`src/rtl/pattern_serializer_if.sv`:
```
// pattern_serializer_if
//   Groups the word-side handshake and serial output of the pattern
//   serializer so the upstream source and the serializer share one bundle.
//   Signals:
//     din        parallel word, WIDTH bits
//     load       word-valid strobe from upstream
//     ready      serializer can take a word on the next falling clock edge
//     out        serial bit stream, LSB first
//     out_valid  out carries a data bit (otherwise the idle level)
//     word_done  last bit of a word is on out this cycle
//   Modports:
//     master  upstream word source (drives din/load, observes the rest)
//     slave   the serializer itself
interface pattern_serializer_if #(
  parameter int WIDTH = 8
);
  logic [WIDTH-1:0] din;
  logic             load;
  logic             ready;
  logic             out;
  logic             out_valid;
  logic             word_done;

  modport master (
    output din,
    output load,
    input  ready,
    input  out,
    input  out_valid,
    input  word_done
  );

  modport slave (
    input  din,
    input  load,
    output ready,
    output out,
    output out_valid,
    output word_done
  );
endinterface

```
`src/rtl/pattern_serializer.sv`:
```
// pattern_serializer
//   Converts WIDTH-bit parallel words into an LSB-first serial stream for a
//   downstream pattern detector. A one-word holding register lets the next
//   word be accepted while the current one shifts, so back-to-back words
//   come out with no idle bubble. All state moves on the falling edge of
//   clk to line up with the detector.
//   Ports:
//     clk    clock, state updates on its falling edge
//     reset  asynchronous, active-low reset
//     bus    pattern_serializer_if slave modport (din, load, ready,
//            out, out_valid, word_done)
//   Parameters:
//     WIDTH     bits per parallel word (2..16)
//     IDLE_BIT  level driven on out while nothing is shifting
module pattern_serializer #(
  parameter int   WIDTH    = 8,
  parameter logic IDLE_BIT = 1'b1
) (
  input logic                  clk,
  input logic                  reset,
  pattern_serializer_if.slave  bus
);

  localparam int CW = (WIDTH > 2) ? $clog2(WIDTH) : 1;
  localparam logic [CW-1:0] LAST = CW'(WIDTH - 1);

  typedef enum logic {
    IDLE  = 1'b0,
    SHIFT = 1'b1
  } state_t;

  state_t           state;
  logic [WIDTH-1:0] sh;
  logic [WIDTH-1:0] hold;
  logic             hold_full;
  logic [CW-1:0]    cnt;
  logic             accept;

  // ready is gated by reset directly so it drops the instant reset asserts,
  // not just once the registers have cleared.
  assign bus.ready = reset && !hold_full;
  assign accept    = bus.load && bus.ready;

  // Outputs decode only registered state, so out never glitches with din/load.
  assign bus.out       = (state == SHIFT) ? sh[0] : IDLE_BIT;
  assign bus.out_valid = (state == SHIFT);
  assign bus.word_done = (state == SHIFT) && (cnt == LAST);

  // Single FSM block: IDLE waits for a word, SHIFT walks sh one bit per
  // cycle. On the last bit the next word comes from hold if one is waiting,
  // otherwise straight from din if offered that very edge, otherwise idle.
  always_ff @(negedge clk or negedge reset) begin
    if (!reset) begin
      state     <= IDLE;
      sh        <= '0;
      hold      <= '0;
      hold_full <= 1'b0;
      cnt       <= '0;
    end else begin
      case (state)
        IDLE: begin
          if (accept) begin
            sh    <= bus.din;
            cnt   <= '0;
            state <= SHIFT;
          end
        end
        SHIFT: begin
          if (cnt != LAST) begin
            sh  <= sh >> 1;
            cnt <= cnt + 1'b1;
            if (accept) begin
              hold      <= bus.din;
              hold_full <= 1'b1;
            end
          end else if (hold_full) begin
            sh        <= hold;
            hold_full <= 1'b0;
            cnt       <= '0;
          end else if (accept) begin
            sh  <= bus.din;
            cnt <= '0;
          end else begin
            state <= IDLE;
            cnt   <= '0;
          end
        end
        default: begin
          state <= IDLE;
          cnt   <= '0;
        end
      endcase
    end
  end

endmodule

```
`src/flat_wrapper.sv`:
```
// flat-port wrapper written by rule: the top's interface ports become plain ports
module pattern_serializer_flat 
#(
  parameter int   WIDTH    = 8,
  parameter logic IDLE_BIT = 1'b1
)
  (clk, reset, bus_din, bus_load, bus_ready, bus_out, bus_out_valid, bus_word_done);
  pattern_serializer_if #(.WIDTH(WIDTH)) bus_i ();
  input logic clk;
  input logic reset;
  input wire logic [$bits(bus_i.din)-1:0] bus_din;
  input wire logic [$bits(bus_i.load)-1:0] bus_load;
  output wire logic [$bits(bus_i.ready)-1:0] bus_ready;
  output wire logic [$bits(bus_i.out)-1:0] bus_out;
  output wire logic [$bits(bus_i.out_valid)-1:0] bus_out_valid;
  output wire logic [$bits(bus_i.word_done)-1:0] bus_word_done;
  assign bus_i.din = bus_din;
  assign bus_i.load = bus_load;
  assign bus_ready = bus_i.ready;
  assign bus_out = bus_i.out;
  assign bus_out_valid = bus_i.out_valid;
  assign bus_word_done = bus_i.word_done;
  pattern_serializer #(.WIDTH(WIDTH), .IDLE_BIT(IDLE_BIT)) u_core (.clk(clk), .reset(reset), .bus(bus_i));
endmodule
```
`config.mk`:
```
export PLATFORM = sky130hd
export DESIGN_NAME = pattern_serializer_flat
export DESIGN_NICKNAME = d
export VERILOG_FILES = /design/src/rtl/pattern_serializer_if.sv /design/src/rtl/pattern_serializer.sv /design/src/flat_wrapper.sv
export SDC_FILE = /design/constraint.sdc
export NUM_CORES = 1
export LEC_CHECK = 0
export ABC_AREA = 1
export BUFFER_PORTS_ARGS = -buffer_cell sky130_fd_sc_hd__clkbuf_2
export CORE_MARGIN = 1.5
export CORE_UTILIZATION = 50
export DETAILED_ROUTE_END_ITERATION = 6
export GPL_TIMING_DRIVEN = 0
export PLACE_DENSITY = 0.72
export SLEW_MARGIN = 40
export SYNTH_ARGS = -nofsm -noshare
export SYNTH_HDL_FRONTEND = slang
export SYNTH_SLANG_ARGS = --single-unit
```
`constraint.sdc`:
```
create_clock -name clk -period 4.2 [get_ports clk]
set_clock_uncertainty 0.1 [all_clocks]
set_input_delay 0.63 -clock clk [delete_from_list [all_inputs] [get_ports clk]]
set_output_delay 0.63 -clock clk [all_outputs]
set_load 0.01 [all_outputs]
```
==> results.ini <==
[pwr]
clkPwrFrac=0.115
power_leakage_nw=0.678
total_power_mw=0.869
power_density_mw_per_mm2=695
internal_power_mw=0.508
seq_power_share=0.409
comb_power_share=0.476
switchingPower_mw=0.361
p_sw_frac=0.415
peakVddDrop_mv=0.369

[sta]
fin_hold_ws_ns=0.329
slew_violations=0
tightest_slew_ns=0.633
final.setup.tns_ns=0
rsz0062_at_grt=true
slew_headroom=0.575
setup_viol=0
hold_violations=0

[floorplanning]
initial_utilization=0.546
die-area_mm2=0.00248
core_mm2=0.00200
rows=16
die_w_um=49.8
fp.dieH_um=49.8
ioPinCount=15

[global_routing]
gr-total-overflow=0
grt_pass1_wl_um=3970
gr-usage-all-layers=0.210
grt_pass1_vias=887
grt_antenna_before_repair=0
grt_max_degree=23

[clocking]
clock_latency_ns=0.30
cts_tree=built
cts.sinks=21
path_clk_slew_ns=0.08
h-tree-depth=1
clk_path_buf_depth=2
cts-root-buf=clkbuf_4
numCtsBuffers=3

[synth]
postSynthCellCount=137
synth_top_family_by_area=simple AND/OR/NAND/NOR gates
synth_compound_area_frac=0.0778
synth-simple-area-share=0.305
synth.distinct_cells=18
synthAdderAreaFrac=0.0229
synth-seq-cells=21
syn-num-nets=150
synth_xor_area_frac=0
yosysWarnings=0
yosysSeqAreaShare=0.481
synth_mux_area_frac=0
avgSynthCellArea_um2=7.98
synth_area_mm2=0.00109

[outcome]
outcome=complete, no violations

[drt]
drc_errors=0
drt-initial-drc-count=18
wire_per_inst_um=12.1
vias=928
drt-vias-per-instance=5.04
ant_nets=0
drt-pass1-iter-count=4
routed_wl_um=2230

[finish]
syn_to_final_growth_pct=14.3
layout-drive-gt1-share=0.204
n_fill_cell=184
multiInputGateArea_um2=447
layout.nets=171
stdcell_area_mm2=0.00125
layout_commonest_cell=nand2_1
layout_common_cells=36 x nand2_1, 21 x inv_1, 21 x dfrtn_1
seq_area_um2=526
diodes=0

[worst_hold_path]
hold_path_depth=2
min_path_type=reg2reg

[place]
detailed_place_hpwl_um=1550
io_buffers=13
placed_cell_area_mm2=0.00119
gp_congestion=0.809

[critical_path]
crit_path_end_kind=output pin
critical_path_class=reg2out
worstPathMaxFanout=2
arrival_ns=3.39
start_kind=flop
cp.required_ns=3.47
reg2reg_slack_ns=2.27
rr_worst_depth=8

[flow_run]
maxCapViolCount=0

## registers in the layout, summed over array words and instances, names as in the netlist
name,count
u_core.bus.out_valid,1
u_core.sh,8
u_core.hold,8
u_core.hold_full,1
u_core.cnt,3
## worst paths after layout
path	start	end
setup / recovery	u_core.cnt[0]	bus_word_done
hold / removal	u_core.cnt[1]	u_core.cnt[1]
setup reg to reg	u_core.cnt[0]	u_core.sh[6]
hold reg to reg	u_core.cnt[1]	u_core.cnt[1]
max in group asynchronous	reset	u_core.sh[0]
min in group asynchronous	reset	u_core.sh[2]
## timing repair
| action | in CTS | in global routing |
|---|---|---|
| endpoints found under the setup margin | 1 | 4 |
| pin swaps | 0 | 0 |
| gates resized for setup | 1 | 3 |
| hold endpoints to repair | 0 | 0 |
| hold buffers | 0 | 0 |
| setup buffers | 0 | 3 |
## layout make-up
type	instances	share of cell area
Inverter	23	0.0691
Tap cell	27	0.0270
Timing Repair Buffer	16	0.0701
Sequential cell	21	0.420
Multi-Input combinational cell	88	0.357
Clock buffer	4	0.0210
Buffer	5	0.0350
## cell families after synthesis
kind of cell    count (synthesis)
buf+inv                        28
simple gates                   69
compound gates                 17
fa+ha+maj                       2
flops                          21
## critical path: stages (launching register included)
cell and delay, ns:
dfrtn_1 0.43, ha_1 0.16, ha_2 0.17, nand2_1 0.05, inv_1 0.06, clkbuf_2 0.12
## Yosys cell counts, drive strengths merged
cell,n,share of area
nand2,37,0.13
dfrtn,21,0.48
nand4,9,0.051
o21ai,9,0.041
a21oi,8,0.037
ha,2,0.023
inv,23,0.079
nand3,9,0.053
or2,1,0.0057
nor2,13,0.062
buf,5,0.034
## per-layer routing
metal / share of wire / global-route usage / vias up
met5: 0 / 0 / -
met4: 0.0094 / 0.0556 / 0
met3: 0.034 / 0.0364 / 2
met2: 0.47 / 0.333 / 15
met1: 0.48 / 0.296 / 434
li1: - / - / 477
## metrics by stage
stage          worst slack [ns]  std cells   util
2_1_floorplan             0.390        137      -
3_3_place_gp             -0.147        177  0.596
3_5_place_dp             -0.167        177  0.596
4_1_cts                 0.00776        181  0.610
5_1_grt               -0.000194        184  0.624
6_report                 0.0766        184  0.624
## power by group through the flow
stage               registers, mW  logic [mW]  clock network [mW]
finish                      0.355       0.414              0.0999
global route                0.368       0.484               0.111
CTS                         0.355       0.395               0.102
detailed placement          0.359       0.391                   0
global placement            0.355       0.382                   0
floorplan                   0.349       0.306                   0
Power figures use the tool's default switching activity.
